## src/rtl/datamover_package.sv

```systemverilog
// -----------------------------------------------------------------------------
// datamover_package
//
// Shared types for the datamover job controller.
//   dm_state_e  - job controller FSM states
//   job_desc_t  - queued job descriptor {mask, rep, id}
//
// The descriptor is sized for the largest supported configuration
// (8 channels, 16-bit repeat count, 16-bit tag). Instances that use narrower
// fields zero-pad the upper bits; those bits are constant and drop out in
// synthesis.
// -----------------------------------------------------------------------------
package datamover_package;

  localparam int unsigned DM_MAX_CH    = 8;
  localparam int unsigned DM_MAX_REP_W = 16;
  localparam int unsigned DM_MAX_ID_W  = 16;

  typedef enum logic [1:0] {
    ST_IDLE     = 2'd0,
    ST_STARTING = 2'd1,
    ST_WORKING  = 2'd2,
    ST_FINISHED = 2'd3
  } dm_state_e;

  typedef struct packed {
    logic [DM_MAX_CH-1:0]    mask;
    logic [DM_MAX_REP_W-1:0] rep;
    logic [DM_MAX_ID_W-1:0]  id;
  } job_desc_t;

  // A repeat count of 0 is treated as 1, so the passes still owed after the
  // first one are max(rep,1)-1.
  function automatic logic [DM_MAX_REP_W-1:0] first_passes_left(
    input logic [DM_MAX_REP_W-1:0] rep
  );
    return (rep == '0) ? '0 : rep - DM_MAX_REP_W'(1);
  endfunction

endpackage

```

## src/rtl/datamover_job_fifo.sv

```systemverilog
// -----------------------------------------------------------------------------
// datamover_job_fifo
//
// Small synchronous FIFO holding job descriptors.
//   clk_i    clock
//   rst_i    async active-high reset (pointers/count)
//   flush_i  sync flush, empties the queue on the next edge
//   push_i   write request, ignored when full (no push-through)
//   data_i   write data
//   pop_i    read request, ignored when empty
//   data_o   head entry (valid when !empty_o)
//   full_o   queue full
//   empty_o  queue empty
//   count_o  number of stored entries
//
// DEPTH must be a power of two so the pointers wrap naturally.
// -----------------------------------------------------------------------------
module datamover_job_fifo #(
  parameter int unsigned DEPTH = 4,
  parameter int unsigned WIDTH = 8
) (
  input  logic                     clk_i,
  input  logic                     rst_i,
  input  logic                     flush_i,
  input  logic                     push_i,
  input  logic [WIDTH-1:0]         data_i,
  input  logic                     pop_i,
  output logic [WIDTH-1:0]         data_o,
  output logic                     full_o,
  output logic                     empty_o,
  output logic [$clog2(DEPTH):0]   count_o
);

  localparam int unsigned PTR_W = $clog2(DEPTH);

  logic [WIDTH-1:0] mem_q [DEPTH];
  logic [PTR_W-1:0] wr_ptr_q;
  logic [PTR_W-1:0] rd_ptr_q;
  logic [PTR_W:0]   count_q;
  logic             do_push;
  logic             do_pop;

  assign full_o  = (count_q == (PTR_W + 1)'(DEPTH));
  assign empty_o = (count_q == '0);
  assign do_push = push_i && !full_o;
  assign do_pop  = pop_i && !empty_o;
  assign data_o  = mem_q[rd_ptr_q];
  assign count_o = count_q;

  always_ff @(posedge clk_i or posedge rst_i) begin
    if (rst_i) begin
      wr_ptr_q <= '0;
      rd_ptr_q <= '0;
      count_q  <= '0;
    end else if (flush_i) begin
      wr_ptr_q <= '0;
      rd_ptr_q <= '0;
      count_q  <= '0;
    end else begin
      if (do_push) begin
        wr_ptr_q <= wr_ptr_q + PTR_W'(1);
      end
      if (do_pop) begin
        rd_ptr_q <= rd_ptr_q + PTR_W'(1);
      end
      // Simultaneous push and pop leave the count unchanged.
      if (do_push && !do_pop) begin
        count_q <= count_q + (PTR_W + 1)'(1);
      end else if (do_pop && !do_push) begin
        count_q <= count_q - (PTR_W + 1)'(1);
      end
    end
  end

  // Storage carries no reset; only entries between the pointers are ever read.
  always_ff @(posedge clk_i) begin
    if (do_push && !flush_i) begin
      mem_q[wr_ptr_q] <= data_i;
    end
  end

endmodule

```

## src/rtl/datamover_job_ctrl.sv

```systemverilog
// -----------------------------------------------------------------------------
// datamover_job_ctrl
//
// Queues datamover jobs and sequences them over a set of streamer channels.
// Each job starts the masked channels, waits until every masked sink has
// reported done and drained its TCDM FIFO, repeats for the requested number
// of passes, then signals completion with a tag and a core event.
//
// Ports
//   clk_i            clock
//   rst_i            async active-high reset
//   clear_i          sync soft clear (flush queue, abandon current job)
//   job_valid_i      descriptor valid
//   job_ready_o      descriptor accepted when valid & ready
//   job_ch_mask_i    channels used by the job
//   job_repeat_i     pass count, 0 means 1
//   job_id_i         job tag
//   ch_start_o       one-cycle start pulse per channel
//   ch_sink_done_i   sink done pulse per channel
//   ch_fifo_empty_i  channel TCDM FIFO empty
//   done_o           one-cycle job-complete pulse
//   done_id_o        tag of completed job, 0 when done_o is low
//   evt_o            core event, all ones together with done_o
//   busy_o           FSM not idle or queue not empty
//   queue_count_o    number of queued jobs
// -----------------------------------------------------------------------------
module datamover_job_ctrl
  import datamover_package::*;
#(
  parameter int unsigned N_CH        = 2,
  parameter int unsigned QUEUE_DEPTH = 4,
  parameter int unsigned REP_W       = 8,
  parameter int unsigned ID_W        = 4,
  parameter int unsigned N_CORES     = 8
) (
  input  logic                           clk_i,
  input  logic                           rst_i,
  input  logic                           clear_i,
  input  logic                           job_valid_i,
  output logic                           job_ready_o,
  input  logic [N_CH-1:0]                job_ch_mask_i,
  input  logic [REP_W-1:0]               job_repeat_i,
  input  logic [ID_W-1:0]                job_id_i,
  output logic [N_CH-1:0]                ch_start_o,
  input  logic [N_CH-1:0]                ch_sink_done_i,
  input  logic [N_CH-1:0]                ch_fifo_empty_i,
  output logic                           done_o,
  output logic [ID_W-1:0]                done_id_o,
  output logic [N_CORES-1:0]             evt_o,
  output logic                           busy_o,
  output logic [$clog2(QUEUE_DEPTH):0]   queue_count_o
);

  localparam int unsigned DESC_W = $bits(job_desc_t);

  dm_state_e               state_q;
  dm_state_e               state_d;
  logic [N_CH-1:0]         work_mask_q;
  logic [N_CH-1:0]         work_mask_d;
  logic [REP_W-1:0]        work_rem_q;
  logic [REP_W-1:0]        work_rem_d;
  logic [ID_W-1:0]         work_id_q;
  logic [ID_W-1:0]         work_id_d;
  logic [N_CH-1:0]         seen_q;
  logic [N_CH-1:0]         seen_d;
  logic                    ready_en_q;

  job_desc_t               push_desc;
  job_desc_t               head_desc;
  logic [DM_MAX_REP_W-1:0] head_rem;
  logic                    fifo_full;
  logic                    fifo_empty;
  logic                    fifo_push;
  logic                    fifo_pop;
  logic [N_CH-1:0]         ch_ok;
  logic                    pass_done;
  logic                    unused_desc_bits;

  // Pack the incoming descriptor into the shared (max-width) layout.
  always_comb begin
    push_desc                 = '0;
    push_desc.mask[N_CH-1:0]  = job_ch_mask_i;
    push_desc.rep[REP_W-1:0]  = job_repeat_i;
    push_desc.id[ID_W-1:0]    = job_id_i;
  end

  // ready_en_q holds job_ready_o low until the first edge after reset.
  assign job_ready_o = ready_en_q && !fifo_full && !clear_i;
  assign fifo_push   = job_valid_i && job_ready_o;

  datamover_job_fifo #(
    .DEPTH (QUEUE_DEPTH),
    .WIDTH (DESC_W)
  ) u_job_fifo (
    .clk_i   (clk_i),
    .rst_i   (rst_i),
    .flush_i (clear_i),
    .push_i  (fifo_push),
    .data_i  (push_desc),
    .pop_i   (fifo_pop),
    .data_o  (head_desc),
    .full_o  (fifo_full),
    .empty_o (fifo_empty),
    .count_o (queue_count_o)
  );

  assign head_rem = first_passes_left(head_desc.rep);

  // Padding bits above the configured widths are always zero.
  assign unused_desc_bits = ^{head_desc, head_rem};

  // A channel is finished for this pass once its sink has reported done
  // (earlier or right now) and its FIFO has drained; unmasked channels
  // never hold the pass back.
  assign ch_ok     = ~work_mask_q | ((seen_q | ch_sink_done_i) & ch_fifo_empty_i);
  assign pass_done = &ch_ok;

  always_comb begin
    state_d     = state_q;
    work_mask_d = work_mask_q;
    work_rem_d  = work_rem_q;
    work_id_d   = work_id_q;
    seen_d      = seen_q;
    fifo_pop    = 1'b0;

    unique case (state_q)
      ST_IDLE: begin
        if (!fifo_empty) begin
          fifo_pop    = 1'b1;
          work_mask_d = head_desc.mask[N_CH-1:0];
          work_rem_d  = head_rem[REP_W-1:0];
          work_id_d   = head_desc.id[ID_W-1:0];
          // An empty mask has nothing to move: report completion directly.
          state_d     = (head_desc.mask[N_CH-1:0] == '0) ? ST_FINISHED : ST_STARTING;
        end
      end
      ST_STARTING: begin
        seen_d  = '0;
        state_d = ST_WORKING;
      end
      ST_WORKING: begin
        seen_d = seen_q | (ch_sink_done_i & work_mask_q);
        if (pass_done) begin
          if (work_rem_q != '0) begin
            work_rem_d = work_rem_q - REP_W'(1);
            state_d    = ST_STARTING;
          end else begin
            state_d    = ST_FINISHED;
          end
        end
      end
      ST_FINISHED: begin
        state_d = ST_IDLE;
      end
      default: begin
        state_d = ST_IDLE;
      end
    endcase

    // Soft clear abandons everything, including a pass that completes now.
    if (clear_i) begin
      state_d     = ST_IDLE;
      work_mask_d = '0;
      work_rem_d  = '0;
      work_id_d   = '0;
      seen_d      = '0;
      fifo_pop    = 1'b0;
    end
  end

  always_ff @(posedge clk_i or posedge rst_i) begin
    if (rst_i) begin
      state_q     <= ST_IDLE;
      work_mask_q <= '0;
      work_rem_q  <= '0;
      work_id_q   <= '0;
      seen_q      <= '0;
      ready_en_q  <= 1'b0;
    end else begin
      state_q     <= state_d;
      work_mask_q <= work_mask_d;
      work_rem_q  <= work_rem_d;
      work_id_q   <= work_id_d;
      seen_q      <= seen_d;
      ready_en_q  <= 1'b1;
    end
  end

  assign ch_start_o = (state_q == ST_STARTING) ? work_mask_q : '0;
  assign done_o     = (state_q == ST_FINISHED) && !clear_i;
  assign done_id_o  = done_o ? work_id_q : '0;
  assign evt_o      = {N_CORES{done_o}};
  assign busy_o     = (state_q != ST_IDLE) || !fifo_empty;

endmodule

```

## config.mk

```make
export PLATFORM = sky130hd
export DESIGN_NAME = datamover_job_ctrl
export DESIGN_NICKNAME = d
export VERILOG_FILES = /design/src/rtl/datamover_package.sv /design/src/rtl/datamover_job_fifo.sv /design/src/rtl/datamover_job_ctrl.sv
export SDC_FILE = /design/constraint.sdc
export NUM_CORES = 1
export LEC_CHECK = 0
export ABC_AREA = 1
export CAP_MARGIN = 40
export CORE_UTILIZATION = 50
export CTS_CLUSTER_DIAMETER = 50
export DETAILED_ROUTE_END_ITERATION = 12
export GPL_ROUTABILITY_DRIVEN = 0
export PLACE_DENSITY = 0.72
export SYNTH_ARGS = -nofsm -noshare
export SYNTH_HDL_FRONTEND = slang
export SYNTH_SLANG_ARGS = --single-unit
```

## constraint.sdc

```tcl
create_clock -name clk_i -period 5.91 [get_ports clk_i]
set_input_delay 1.4775 -clock clk_i [delete_from_list [all_inputs] [get_ports clk_i]]
set_output_delay 1.4775 -clock clk_i [all_outputs]
set_load 0.05 [all_outputs]
```

## After elaboration in Yosys (flattened, before gate mapping)

Memories as Yosys holds them, arrays and structs flattened.
Cells that the tools add are included.

| word-level totals | value |
|---|---|
| register bits | 26 |
| bits in latches | 0 |
| memory bits (writable) | 56 |
| ROM bits | 0 |
| input bits | 22 |
| output and inout port bits | 20 |
| logic and storage cells | 95 |
| memories | 1 |

Memory list:

| name | depth | width | read ports | clocked after Yosys merged registers in | wr ports | RTL line | source |
|---|---|---|---|---|---|---|---|
| u_job_fifo.mem_q | 4 | 14 | 1 | 0 | 1 | datamover_job_fifo.sv:36 | `logic [WIDTH-1:0] mem_q [DEPTH];` |

| operators by class | value |
|---|---|
| add/subtract/negate cells | 6 |
| $mul | 0 |
| div/mod/pow operators | 0 |
| magnitude comparators | 0 |
| eq/ne operators | 8 |
| shift operators | 0 |
| mux-type cells | 34 |
| bitwise operators | 6 |
| reduce and logical (&&, ||, !) cells | 31 |

Operator list:

| cell | count |
|---|---|
| two-way mux 8 bit | 5 |
| two-way mux 2 bit | 14 |
| logical NOT 16 bit | 1 |
| two-way mux 4 bit | 4 |
| one-hot mux 8 bit (2 select lines) | 1 |
| subtractor 8 x 1 -> 8 bit, second input constant | 2 |
| logical AND 1 bit | 9 |
| two-way mux 3 bit | 3 |
| inequality test 3 bit, second input constant | 3 |
| nonzero test 3 bit | 3 |
| one-hot mux 2 bit (4 select lines) | 1 |
| nonzero test 2 bit | 4 |
| nonzero test 8 bit | 1 |
| bitwise OR 2 bit | 3 |
| AND reduction 2 bit | 3 |
| logical NOT 1 bit | 5 |
| two-way mux 1 bit | 5 |
| adder 2 x 1 -> 2 bit, second input constant | 2 |
| bitwise AND 2 bit | 2 |
| equality test 2 bit, second input constant | 2 |
| logical NOT 2 bit | 2 |
| one-hot mux 2 bit (2 select lines) | 1 |
| AND reduction 4 bit | 1 |
| adder 3 x 1 -> 3 bit, second input constant | 1 |
| 7 further kinds | 7 |

## Longest topological paths before layout

| logic depth | value |
|---|---|
| depth in word-level cells | 11 |
| depth in mapped cells | 13 |
| gate-level depth less buffers | 12 |

## By module

A second synthesis with hierarchy kept.

| unflattened totals | value |
|---|---|
| cell total of the unflattened synthesis | 689 |
| area, all modules | 7,902.6 um^2 |

By module, submodules not included:

| module | instances | cells an instance | area an instance (um^2) | sequential area each (um^2) |
|---|---|---|---|---|
| datamover_job_fifo | 1 | 456 | 6,427.4 | 4,979.8 |
| datamover_job_ctrl | 1 | 233 | 1,475.2 | 475.5 |

## Worst setup path before layout

OpenSTA, ideal clock, no wires.

| path | value |
|---|---|
| path kind | input to output |
| start point | input port clear_i |
| end point | output port done_id_o[0] |
| data arrival time | 4.185 ns |
| setup slack | 0.247 ns |
| stages | 4 |
| path through | buf_4 -> nor3_1 -> inv_1 -> nor2_1 |

| between the ends | value |
|---|---|
| longest elaborated chain between the ends | 3 |

RTL lines:

| item | RTL line | source |
|---|---|---|
| start: declaration | datamover_job_ctrl.sv:38 | `input logic clear_i,` |
| logical NOT 1 bit | datamover_job_ctrl.sv:190 | `assign done_o = (state_q == ST_FINISHED) && !clear_i;` |
| logical AND 1 bit | datamover_job_ctrl.sv:190 |  |
| net done_o | datamover_job_ctrl.sv:47 | `output logic done_o,` |
| two-way mux 4 bit | datamover_job_ctrl.sv:191 | `assign done_id_o = done_o ? work_id_q : '0;` |
| end: declaration | datamover_job_ctrl.sv:48 | `output logic [ID_W-1:0] done_id_o,` |

The timed path passes the listed nets, and every way through them passes these cells.

## Worst setup path in the final report

| path | value |
|---|---|
| start point | input port clear_i |
| end point | output port done_id_o[2] |

| between the ends | value |
|---|---|
| longest elaborated chain between the ends | 3 |

RTL lines:

| item | RTL line |
|---|---|
| logical NOT 1 bit | datamover_job_ctrl.sv:190 |
| logical AND 1 bit | datamover_job_ctrl.sv:190 |
| two-way mux 4 bit | datamover_job_ctrl.sv:191 |

Every way passes these cells.

==> metrics.csv <==
stage,metric,value,unit
sta,rsz0062_at_grt,no,
sta,fin_crit_sh,0.867,
synthesis,avgSynthCellArea,9.69,um^2
sta,slew_headroom,0.570,
global_route,grt.busiest_layer,met2,
job,cap_violations,0,
worst_setup_path,endpoint_kind,output pin,
die,die_h,91.2,um
sta,setup_slack,0.788,ns
clock_tree,cts-buffers-inserted,9,
synthesis,yosysUniqueCellTypes,37,
synthesis,synthFlopType,edfxtp_1,
die,ios,42,
layout,fillers,660,
synthesis,yosys_warnings,0,
die,rows,32,
worst_setup_path,path_cells,"clkdlybuf4s50_1, nor3_1, inv_1, nor2_1, clkdlybuf4s50_1",
worst_setup_path,critPathLaunch,clear_i,
global_route,use_met2,0.335,
drt,routed_wl,7600,um
worst_setup_path,critPathLaunchType,input pin,
drt,vias,2832,
power,power_density,415,nW/um^2
layout,stdcell_count,558,
hold_path,min_path_cells,2,
clock_tree,htree_levels,3,
clock_tree,post_cts_buffers,0,
drt,routed_via_density,5.08,
sta,skew,0.00964,ns
synthesis,yosysTopAreaCellShare,0.422,
synthesis,synth_most_common_cell,nand2_1,
worst_setup_path,path_common_cell,clkdlybuf4s50_1,
clock_tree,postCtsHoldBufs,0,
synthesis,ys_ff_latch,82,
synthesis,ys_seq_area_frac,0.586,
global_route,grtUsageMet3,0.0285,
worst_setup_path,worstPathMaxFanout,9,
global_route,grt_max_degree,31,
worst_setup_path,path_class,in2out,
worst_setup_path,critPathTopFamily,buffers and inverters,
place,dp_hpwl,5200,um
hold_path,hold_path_class,reg2reg,
clock_tree,cts_tree,built,
sta,hold-worst-slack,0.483,ns
power,peakVddDrop,0.206,mV
sta,clock.fmax,0.195,GHz
drt,wire_per_inst,13.6,um
sta,tightest_slew,0.645,ns
status,status,"finished, final reports clean",
synthesis,synth_top_area_cell,edfxtp_1,
sta,maxSlewViolCount,0,
clock_tree,ctsResizeCount,0,
layout,drive_above_1_share,0.105,
global_route,grt_pass1_vias,2749,
place,dp.cells,542,
layout,n_antenna_cell,0,
die,start_util,0.515,
synthesis,synthAdderAreaFrac,0.0270,
drt,ant_nets,0,
die,die_w,91.2,um
global_route,grt_util_met1,0.280,
global_route,grt_first_pass_wirelength,13200,um
worst_setup_path,cp_num_buf_inv,3,
synthesis,yosys.area_share.xor_xnor,0.00660,
clock_tree,clkLatencyLatePin,0.35,ns
clock_tree,clock_path_buffers,2,
global_route,grt_overflow,0,
power,total_power,1.92,mW
synthesis,synth_common_cells,"nand2_1 (98), edfxtp_1 (56), nor2_1 (48)",
layout,final_util,0.598,
worst_setup_path,reg2reg_from,u_job_fifo.rd_ptr_q[0],
worst_setup_path,ff2ff_setup_slack,3.76,ns
place,portBuffers,41,
synthesis,ys_top_cells_by_area,"edfxtp_1 (42%), dfrtp_1 (16%), nand2_1 (9.2%), nor2_1 (4.5%), nand3_1 (4.3%)",
synthesis,synth-edff-count,56,
synthesis,synth_cells,411,
sta,hold_violations,0,
layout,fin_nets,481,
sta,finalSetupViolations,0,
worst_setup_path,slowest_delay,0.81,ns
drt,dr.pass1.iters,4,
synthesis,syn_nets,441,
clock_tree,cts.sinks,82,
global_route,antenna_found_initial,0,
place,pre_cts_ws,0.814,ns
synthesis,synth-compound-area-share,0.0739,
worst_setup_path,reg2reg_depth,12,
layout,syn_to_final_growth,16.1,%
worst_setup_path,critPathSlowestCell,clkdlybuf4s50_1,
clock_tree,cts.clk_slew.worst_paths,0.08,ns
global_route,grt.total_usage,0.205,
synthesis,synth-simple-area-share,0.230,
clock_tree,cts_root_buffer,clkbuf_8,
die,coreArea,7730,um^2
synthesis,ys_async_sr_fraction,0.317,
layout,final_area,4620,um^2
synthesis,synthMuxAreaShare,0,
drt,drc,0,
hold_path,worst_hold_path.endpoint,work_rem_q[1],
synthesis,syn_area,3980,um^2
worst_setup_path,cp_data_arrival_time,3.64,ns
sta,timing.setup.tns,0,ns
hold_path,min_from,work_rem_q[1],
die,dieArea,8320,um^2
place,place_area,4450,um^2
drt,drtIter0Drc,167,
synthesis,synth_top_family_by_area,simple AND/OR/NAND/NOR gates,
worst_setup_path,cp.required,4.43,ns
power,static-leakage-power,1.88,nW
worst_setup_path,r2r-end,work_rem_q[6],
sta,fin_crit,5.12,ns
cell usage in the layout (no fill, tap or decap), drive strengths merged, types with 2 or more instances in the layout:
master and instances:
dfrtp 26, nand2 106, o22ai 8, o22a 2, clkinvlp 3, clkbuf 10
o21ai 31, xnor2 2, nand3 35, clkdlybuf4s50 40, nand4 2, a31oi 3
nor3 5, buf 8, a21oi 6, edfxtp 56, inv 43, clkinv 2
nor2 57, ha 7
worst max-delay path by stage:
| stage | endpoint | slack, ns | cells past startpoint |
|---|---|---|---|
| 3_3_place_gp | done_id_o[2] | 0.91 | 5 |
| 3_5_place_dp | done_id_o[2] | 0.81 | 5 |
| 4_1_cts | done_id_o[2] | 0.81 | 5 |
| 5_1_grt | done_id_o[2] | 0.64 | 5 |
| 6_report | done_id_o[2] | 0.79 | 5 |
| 2_1_floorplan | done_id_o[0] | 0.25 | 4 |
flip-flops by register name, indices dropped and copies added, names as in the netlist:
signal               flops
u_job_fifo.mem_q        56
work_rem_q               8
work_id_q                4
u_job_fifo.count_o       3
seen_q                   2
state_q                  2
u_job_fifo.rd_ptr_q      2
u_job_fifo.wr_ptr_q      2
work_mask_q              2
ready_en_q               1
area by class of cell:
| class | count | area (um^2) | share of cell area |
|---|---|---|---|
| timing repair buffer | 48 | 480 | 0.104 |
| clock inverter | 6 | 48.8 | 0.0106 |
| inverter | 42 | 160 | 0.0346 |
| tap | 102 | 128 | 0.0276 |
| multi-input combinational | 268 | 1350 | 0.291 |
| sequential | 82 | 2330 | 0.504 |
| clock buffer | 10 | 128 | 0.0276 |
cell families after synthesis:
group	Yosys count
buffers and inverters	61
adders and majority gates	8
and+or+nand+nor	205
xor gates and xnor gates	3
DFF	82
other	1
AOI/OAI and AO/OA	51
per-layer routing:
metal	share of wire	up-vias
li1	-	1434
met5	0	-
met3	0.030	8
met4	0.012	0
met1	0.46	1332
met2	0.49	58
worst reg2reg max path: stages (launching register included):
cell     delay, ns
dfrtp_1       0.37
buf_4         0.23
inv_2         0.41
nand2_1       0.10
nand3_1       0.09
nand2_1       0.12
ha_1          0.26
nand3_1       0.13
o21ai_1       0.08
nand3_1       0.08
nand2_1       0.07
nand2_1       0.08
nand2_1       0.04
where the power goes:
group	internal (mW)	switching, mW	leakage (nW)	total [mW]
Sequential	0.683	0.0589	0.849	0.742
Clock	0.156	0.210	0.0795	0.366
Combinational	0.268	0.544	0.955	0.812
Total	1.11	0.813	1.88	1.92
No activity file was read; power rests on OpenSTA's default activity.
